**config.mk**
```make
export PLATFORM = sky130hd
export DESIGN_NAME = alu_arbiter
export DESIGN_NICKNAME = d
export VERILOG_FILES = /design/src/rtl/alu_arbiter.sv
export SDC_FILE = /design/constraint.sdc
export NUM_CORES = 1
export LEC_CHECK = 0
export CAP_MARGIN = 20
export CORE_ASPECT_RATIO = 0.75
export CORE_MARGIN = 1.5
export CORE_UTILIZATION = 40
export CTS_CLUSTER_DIAMETER = 150
export DETAILED_ROUTE_END_ITERATION = 6
export GPL_TIMING_DRIVEN = 0
export PLACE_DENSITY = 0.69
export REMOVE_ABC_BUFFERS = 1
export SYNTH_ARGS = -nofsm -noshare
export SYNTH_HDL_FRONTEND = slang
export SYNTH_SLANG_ARGS = --single-unit
```
**constraint.sdc**
```tcl
create_clock -name clk -period 6.95 [get_ports clk]
set_clock_uncertainty 0.05 [all_clocks]
set_input_delay 1.0425 -clock clk [delete_from_list [all_inputs] [get_ports clk]]
set_output_delay 1.0425 -clock clk [all_outputs]
set_load 0.02 [all_outputs]
```
**src/rtl/alu_arbiter.sv**
```systemverilog
// alu_arbiter: two requesters share one registered ALU through a 3-state IDLE/EXEC/RESP controller.
// Latency: accept cycle, one EXEC cycle, then the result is valid in the next cycle (II = 3 cycles).
// Backpressure: the result is held in RESP until resp_ready; no request is accepted outside IDLE.
// Build option: define ALU_ARB_ROUND_ROBIN_EN for round-robin contention (default: requester 0 has priority).
module alu_arbiter #(
    parameter int XLEN = 32,
    parameter int SHW  = 5
) (
    input  logic            clk,
    input  logic            rst,
    input  logic            req0_valid,
    output logic            req0_ready,
    input  logic [XLEN-1:0] req0_a,
    input  logic [XLEN-1:0] req0_b,
    input  logic [3:0]      req0_ctrl,
    input  logic            req1_valid,
    output logic            req1_ready,
    input  logic [XLEN-1:0] req1_a,
    input  logic [XLEN-1:0] req1_b,
    input  logic [3:0]      req1_ctrl,
    output logic            resp_valid,
    input  logic            resp_ready,
    output logic            resp_id,
    output logic [XLEN-1:0] resp_result,
    output logic            resp_zero,
    output logic            resp_err,
    output logic            busy
);

    localparam logic [3:0] OP_ADD = 4'b0000;
    localparam logic [3:0] OP_SUB = 4'b0001;
    localparam logic [3:0] OP_AND = 4'b0010;
    localparam logic [3:0] OP_OR  = 4'b0100;
    localparam logic [3:0] OP_SLL = 4'b1000;
    localparam logic [3:0] OP_SRL = 4'b0011;

    typedef enum logic [1:0] {
        IDLE = 2'd0,
        EXEC = 2'd1,
        RESP = 2'd2
    } state_t;

    // Operation captured at the handshake; the ALU only ever looks at this copy.
    typedef struct packed {
        logic            id;
        logic [3:0]      ctrl;
        logic [XLEN-1:0] a;
        logic [XLEN-1:0] b;
    } op_t;

    state_t          state;
    state_t          state_nxt;
    op_t             op_q;
    logic            grant1;
    logic            accept_ok;
    logic            hs;
    logic [XLEN-1:0] alu_res;
    logic            alu_err;

`ifdef ALU_ARB_ROUND_ROBIN_EN
    // 1 when requester 1 owned the most recent handshake; reset to 1 so requester 0 wins first.
    logic last_grant;

    // Contention goes to whoever was not granted last; a lone requester always wins.
    always_comb begin
        if (req0_valid && req1_valid) begin
            grant1 = ~last_grant;
        end else begin
            grant1 = req1_valid;
        end
    end

    // Remember the owner of every accepted operation, contended or not.
    always_ff @(posedge clk) begin
        if (rst) begin
            last_grant <= 1'b1;
        end else if (hs) begin
            last_grant <= grant1;
        end
    end
`else
    // Fixed priority: requester 1 only wins when requester 0 is not asking.
    always_comb begin
        grant1 = req1_valid & ~req0_valid;
    end
`endif

    // Readies are purely combinational and only ever point at the arbitration winner.
    assign accept_ok  = (state == IDLE) && !rst;
    assign req0_ready = accept_ok && req0_valid && !grant1;
    assign req1_ready = accept_ok && req1_valid && grant1;
    assign hs         = req0_ready | req1_ready;

    // State register; reset drops any in-flight operation.
    always_ff @(posedge clk) begin
        if (rst) begin
            state <= IDLE;
        end else begin
            state <= state_nxt;
        end
    end

    // Next-state and status outputs.
    always_comb begin
        state_nxt  = state;
        resp_valid = 1'b0;
        busy       = 1'b1;
        unique case (state)
            IDLE: begin
                busy = 1'b0;
                if (hs) begin
                    state_nxt = EXEC;
                end
            end
            EXEC: begin
                state_nxt = RESP;
            end
            RESP: begin
                resp_valid = 1'b1;
                if (resp_ready) begin
                    state_nxt = IDLE;
                end
            end
            default: begin
                state_nxt = IDLE;
            end
        endcase
    end

    // Capture the winner's operands, opcode and id on the handshake.
    always_ff @(posedge clk) begin
        if (rst) begin
            op_q <= '0;
        end else if (hs) begin
            if (grant1) begin
                op_q.id   <= 1'b1;
                op_q.ctrl <= req1_ctrl;
                op_q.a    <= req1_a;
                op_q.b    <= req1_b;
            end else begin
                op_q.id   <= 1'b0;
                op_q.ctrl <= req0_ctrl;
                op_q.a    <= req0_a;
                op_q.b    <= req0_b;
            end
        end
    end

    // ALU: wrap-around arithmetic, logical shifts by the low SHW bits of b, zero result on illegal opcode.
    always_comb begin
        alu_res = '0;
        alu_err = 1'b0;
        case (op_q.ctrl)
            OP_ADD:  alu_res = op_q.a + op_q.b;
            OP_SUB:  alu_res = op_q.a - op_q.b;
            OP_AND:  alu_res = op_q.a & op_q.b;
            OP_OR:   alu_res = op_q.a | op_q.b;
            OP_SLL:  alu_res = op_q.a << op_q.b[SHW-1:0];
            OP_SRL:  alu_res = op_q.a >> op_q.b[SHW-1:0];
            default: begin
                alu_res = '0;
                alu_err = 1'b1;
            end
        endcase
    end

    // Register the response during EXEC; it then holds untouched through RESP.
    always_ff @(posedge clk) begin
        if (rst) begin
            resp_id     <= 1'b0;
            resp_result <= '0;
            resp_zero   <= 1'b0;
            resp_err    <= 1'b0;
        end else if (state == EXEC) begin
            resp_id     <= op_q.id;
            resp_result <= alu_res;
            resp_zero   <= (alu_res == '0);
            resp_err    <= alu_err;
        end
    end

endmodule

```
==> results of run 1 <==
## final cells by class
class	instances	area [um2]
fill	2950	15100
multi-input combinational	1285	9260
sequential	106	2130
timing repair buffer	199	2110
tap	392	490
clock buffer	9	225
inverter	24	90.1
clock inverter	7	71.3
## worst min-delay path by stage
stage | slack, ns | depth (start not counted) | end
final | 0.41 | 2 | resp_id$_SDFFE_PP0N_
after global routing | 0.43 | 2 | resp_result[18]$_SDFFE_PP0N_
after CTS | 0.41 | 2 | resp_id$_SDFFE_PP0N_
after detailed placement | 0.40 | 2 | resp_id$_SDFFE_PP0N_
after global placement | 0.39 | 2 | resp_id$_SDFFE_PP0N_
after floorplan | 0.38 | 2 | resp_id$_SDFFE_PP0N_
## registers in the layout, summed over array words and instances (netlist names)
| signal | count |
|---|---|
| op_q | 69 |
| resp_result | 32 |
| state | 2 |
| resp_err | 1 |
| resp_id | 1 |
| resp_zero | 1 |
## cells by family (layout without fill, tap and decap cells)
logic type | count (synthesis) | after routing | share of synthesized area, %
compound gates | 483 | 483 | 28.0
fa+ha+maj | 36 | 36 | 3.78
simple gates | 505 | 505 | 19.4
buf+inv | 179 | 239 | 6.51
flops | 106 | 106 | 17.5
mux | 214 | 214 | 21.4
xor+xnor | 47 | 47 | 3.40
## worst reg2reg max path, delay by kind of cell, from the launching register on
family / cells / cell delay, ns
fa+ha+maj: 2 / 0.69
flops: 1 / 0.93
xor+xnor: 1 / 0.18
simple gates: 9 / 2.07
compound gates: 5 / 1.30
buf+inv: 2 / 1.26
## power breakdown
group | switching [mW] | internal [mW] | leakage [nW] | total (mW)
registers | 0.208 | 0.675 | 0.875 | 0.883
logic | 1.04 | 0.741 | 4.24 | 1.78
clock network | 0.283 | 0.254 | 0.144 | 0.537
total | 1.53 | 1.67 | 5.26 | 3.20
## metal layers
| metal | part of all wire (%) | vias to the layer above |
|---|---|---|
| met2 | 41 | 742 |
| met5 | 0 | - |
| met3 | 11 | 119 |
| met1 | 45 | 6337 |
| met4 | 3.4 | 0 |
| li1 | - | 6035 |
## cell usage in the layout, fill, tap and decap left out, types with 6 or more instances in the layout
| master | count |
|---|---|
| nand3_1 | 29 |
| inv_1 | 20 |
| mux2i_1 | 137 |
| a211oi_1 | 107 |
| buf_4 | 7 |
| clkbuf_16 | 9 |
| and2_1 | 13 |
| o31ai_1 | 10 |
| a22oi_1 | 18 |
| mux2_2 | 43 |
| ha_1 | 35 |
| or2_2 | 8 |
| clkdlybuf4s50_1 | 178 |
| xnor2_1 | 24 |
| nand2_1 | 112 |
| and3_1 | 8 |
| dfxtp_1 | 102 |
| nand2b_1 | 15 |
| a21o_1 | 27 |
| mux4_2 | 30 |
| o21a_1 | 10 |
| or3_1 | 10 |
| o221ai_1 | 11 |
| o22ai_1 | 20 |
| nor3_1 | 28 |
| a21oi_1 | 95 |
| a2bb2oi_1 | 6 |
| buf_16 | 6 |
| nand4_1 | 14 |
| a31oi_1 | 12 |
| xor2_1 | 23 |
| o211ai_1 | 19 |
| a211o_1 | 7 |
| a221oi_1 | 6 |
| a2111oi_0 | 8 |
| nor2b_1 | 13 |
| nor2_1 | 215 |
| nor4_1 | 6 |
| o21ai_0 | 54 |
==> results_dict.tcl, run 1 <==
set metrics [dict create \
    status "finished, final reports clean" \
    crit_end "resp_zero$_SDFFE_PP0N_" \
    core-area_mm2 0.0295 \
    grt_start_max_net_pins 78 \
    ys_async_sr_fraction_pct 0 \
    syn_area_mm2 0.0121 \
    dieArea_mm2 0.0314 \
    fp.dieW_um 204 \
    worst_pin_slew_ns 1.19 \
    dp_cells 2005 \
    startpoint "op_q[0]$_SDFFE_PP0P_" \
    max-clock-path-buffers 2 \
    antenna_cells 0 \
    tns_ns 0 \
    cp-end-kind "register" \
    cts_tree "built" \
    cp.depth 19 \
    slowest_stage "dfxtp_4" \
    synth.avg_cell_area_um2 7.72 \
    cp_cell_sequence "clkinv_1 -> buf_16 -> ha_1 -> and3_1 -> nand2_1 -> or2_2 -> nand2_1 -> xor2_1 -> ha_1 -> o21ai_0 -> o211ai_1 -> a21boi_0 -> o221ai_1 -> and3_1 -> nor3_1 -> nand4_1 -> nor4_2 -> nand4_1 -> o32ai_2" \
    placed_area_mm2 0.0141 \
    grt_remaining_overflow 0 \
    cp.arrival_ns 6.81 \
    cp_max_fo 67 \
    reg2reg_depth 19 \
    final_cell_count_no_fill 2022 \
    grt_pass1_wl_um 80300 \
    first_pass_iters 6 \
    cts_hold_buf 0 \
    met3_usage_pct 8.80 \
    io_buffer_count 179 \
    dpl_worst_slack_ns 0.593 \
    netlist_instances 1570 \
    clock_latency_ns 0.38 \
    setup_slack_ns 0.391 \
    cts_resized 0 \
    path_clk_slew_ns 0.08 \
    synth_top_cell_by_area "dfxtp_1" \
    first_iter_violations 1672 \
    wl_per_cell_um 26.8 \
    finalCritPeriodShare_pct 94.4 \
    detailed_place_hpwl_um 41300 \
    relSlewSlack_pct 20.1 \
    min_path_type "register to register" \
    fmax_ghz 0.152 \
    crit_family "simple AND/OR/NAND/NOR gates" \
    ioPinCount 180 \
    grt_util_met1_pct 49.2 \
    finalWirelength_um 54200 \
    num_vias 13200 \
    top_usage_layer "met1" \
    first_global_vias 12200 \
    critPathKind "register to register" \
    synthToLayoutAreaGrowth_pct 18.7 \
    htreeDepth 3 \
    rr_endpoint "resp_zero$_SDFFE_PP0N_" \
    reg2reg_setup_slack_ns 0.39 \
    gp_congestion 0.987 \
    utilization_pct 48.8 \
    yosysSeqAreaShare_pct 17.5 \
    drc 0 \
    clock-sinks 106 \
    fin_area_mm2 0.0144 \
    synth.area.top_cells "dfxtp_1 18%, mux2i_1 11%, nor2_1 6.7%" \
    powerDensity_mw_per_mm2 223 \
    num_rows 54 \
    rr_startpoint "op_q[0]$_SDFFE_PP0P_" \
    critPathLaunchType "register" \
    critPathRequiredTime_ns 7.20 \
    synth_warnings 0 \
    cts_buffers 9 \
    cts-root-buf "clkbuf_16" \
    synth_top_area_share_pct 17.5 \
    slowest_delay_ns 0.93 \
    ir_drop_uv 115 \
    min_period_ns 6.56 \
    yosysMostFrequentCell "nor2_1" \
    synthFlopType "dfxtp_1" \
    synth_common_cells "215 x nor2_1, 137 x mux2i_1, 113 x nand2_1" \
    post_cts_buffers 0 \
    finalNetCount 1802 \
    floorplan.initialDensity_pct 41.1 \
    grtUsageMet2_pct 48.8 \
    worstHoldStart "op_q[68]$_SDFFE_PP0P_" \
    synth-seq-cells 106 \
    crit_buf_inv 2 \
    grtUsageTotal_pct 34.2 \
    fin_hold_ws_ns 0.412 \
    report.final.slew_viol_count 0 \
    drive_gt1_share_pct 9.33 \
    hold_viol 0 \
    die_height_um 154 \
    rsz0062_at_grt "no" \
    setup_violations 0 \
    routed_via_density 6.54 \
    p_leak_nw 5.26 \
    power.total_mw 3.20 \
    grt_antenna_before_repair 0 \
    postRouteAntennaNets 0 \
    drv_cap 0 \
    ys_types 91 \
    synth-edff-count 0 \
]
Note: power is estimated with default switching activity, not from simulation.
==> run 2, diff against run 1 <==
CELL_PAD_IN_SITES_DETAIL_PLACEMENT = 1   (was not set)
CELL_PAD_IN_SITES_GLOBAL_PLACEMENT = 1   (was not set)
CORE_MARGIN = not set   (was 1.5)
PLACE_DENSITY = 0.87   (was 0.69)
==> results_dict.tcl, run 2 (synthesis results as in run 1) <==
set metrics [dict create \
    num_vias 13600 \
    cts_hold_buf 0 \
    fmax_ghz 0.157 \
    dpl_worst_slack_ns 0.720 \
    largest-register "op_q" \
    status "finished, final reports clean" \
    dieArea_mm2 0.0310 \
    utilization_pct 48.7 \
    p_switching_mw 1.56 \
    antenna_cells 0 \
    ff_latch_area_mm2 0.00213 \
    floorplan.initialDensity_pct 41.1 \
    io_buffer_count 179 \
    relSlewSlack_pct 19.7 \
    nFillCells 3549 \
    cts_buffers 9 \
    setup_violations 0 \
    wl_per_cell_um 27.6 \
    cts_resized 0 \
    first_pass_iters 6 \
    p_leak_nw 5.25 \
    cts_tree "built" \
    finalCritPeriodShare_pct 91.5 \
    core-area_mm2 0.0295 \
    num_rows 54 \
    htreeDepth 3 \
    reg2reg_depth 20 \
    layout_commonest_cell "nor2_1" \
    swShare_pct 48.4 \
    grt_remaining_overflow 0 \
    first_global_vias 13400 \
    critPathLaunchType "register" \
    fin_area_mm2 0.0144 \
    die_height_um 153 \
    synthToLayoutAreaGrowth_pct 18.5 \
    clockPowerShare_pct 16.1 \
    internal-power_mw 1.66 \
    drive_gt1_share_pct 9.20 \
    min_path_type "register to register" \
    gp_congestion 1.03 \
    clock_latency_ns 0.38 \
    first_iter_violations 1422 \
    ir_drop_uv 136 \
    reg2reg_setup_slack_ns 0.59 \
    grtUsageTotal_pct 35.7 \
    drc 0 \
    postRouteAntennaNets 0 \
    max-clock-path-buffers 2 \
    setup_slack_ns 0.593 \
    drv_cap 0 \
    rsz0062_at_grt "no" \
    worstHoldStart "resp_result[19]$_SDFFE_PP0N_" \
    fp.dieW_um 203 \
    grt_start_max_net_pins 77 \
    min_to "resp_result[19]$_SDFFE_PP0N_" \
    worstHoldPathCells 2 \
    hold_viol 0 \
    largest_reg_flops 69 \
    multiInputGateArea_mm2 0.00925 \
    critPathKind "register to register" \
    ioPinCount 180 \
    power.total_mw 3.22 \
    placed_area_mm2 0.0140 \
    routed_via_density 6.71 \
    cp-end-kind "register" \
    detailed_place_hpwl_um 42900 \
    pwr-share-comb_pct 56.6 \
    top_regs "op_q (69), resp_result (32), state (2)" \
    grt_antenna_before_repair 0 \
    finalNetCount 1802 \
    rr_endpoint "resp_zero$_SDFFE_PP0N_" \
    worst_pin_slew_ns 1.17 \
    clock-sinks 106 \
    grt_pass1_wl_um 84700 \
    cp.arrival_ns 6.60 \
    final_cell_mix "215 x nor2_1, 178 x clkdlybuf4s50_1, 137 x mux2i_1" \
    cts-root-buf "clkbuf_16" \
    path_clk_slew_ns 0.08 \
    report.final.slew_viol_count 0 \
    post_cts_buffers 0 \
    cp_max_fo 67 \
    rr_startpoint "op_q[0]$_SDFFE_PP0P_" \
    seq_power_share_pct 27.2 \
    finalWirelength_um 55800 \
    min_period_ns 6.36 \
    powerDensity_mw_per_mm2 224 \
    critPathRequiredTime_ns 7.19 \
]
[run 2: changes by cell type in the layout (fill, tap and decap cells not counted), sizes merged]
| cell | before | now |
|---|---|---|
| clkbuf | 9 | 11 |
| inv | 25 | 23 |
| clkinv | 5 | 6 |
| buf | 21 | 20 |
[run 2: per-stage QoR]
stage	instances	setup TNS, ns	hold slack (ns)
3_3_place_gp	1986	-356.30	0.398
6_report	2022	0	0.412
4_1_cts	2019	0	0.413
5_1_grt	2022	0	0.437
3_5_place_dp	2003	0	0.401
2_1_floorplan	1415	-106.03	0.376
[run 2: worst max path at each step]
stage	cells after the start	startpoint	slack (ns)	endpoint
after CTS	20	op_q[0]$_SDFFE_PP0P_	0.67	resp_zero$_SDFFE_PP0N_
after global routing	17	op_q[0]$_SDFFE_PP0P_	0.19	resp_zero$_SDFFE_PP0N_
after floorplan	5	req0_valid	-1.54	op_q[1]$_SDFFE_PP0P_
after detailed placement	20	op_q[0]$_SDFFE_PP0P_	0.72	resp_zero$_SDFFE_PP0N_
after global placement	6	req1_valid	-4.62	op_q[28]$_SDFFE_PP0P_
final	20	op_q[0]$_SDFFE_PP0P_	0.59	resp_zero$_SDFFE_PP0N_
[run 2: layout make-up]
class / count / share of cell area, %
sequential: 106 / 14.9
tap: 392 / 3.42
clock inverter: 6 / 0.375
timing repair buffer: 199 / 14.7
multi-input combinational: 1285 / 64.4
clock buffer: 10 / 1.59
inverter: 24 / 0.627
[run 2: power by group through the flow]
stage                     registers [mW]  clock network, mW  logic (mW)
after detailed placement           0.885                  0        1.76
after floorplan                    0.845                  0        1.12
after global routing               0.882              0.552        1.94
after global placement             0.913                  0        1.69
after CTS                          0.871              0.532        1.77
final                              0.877              0.519        1.82
[run 2: worst max-delay path: stages, from the launching register on]
cell       delay, ns
dfxtp_4         0.60
clkinv_1        0.41
buf_16          0.23
ha_1            0.24
and3_1          0.23
nand2_1         0.13
or2_2           0.38
nor2b_1         0.27
nand2_1         0.16
or3_1           0.38
o31ai_1         0.26
xor2_1          0.20
ha_1            0.33
a21oi_1         0.34
nor3_1          0.12
a221o_1         0.33
a221o_1         0.26
a2111oi_0       0.69
o211a_1         0.30
nand4_1         0.12
o32ai_2         0.22
[run 2: routing by layer]
metal / vias up / track usage, % / part of all wire (%)
li1: 6053 / - / -
met1: 6694 / 49.9 / 44
met2: 698 / 55.8 / 44
met3: 124 / 6.12 / 8.5
met4: 0 / 11.0 / 3.3
met5: - / 0 / 0
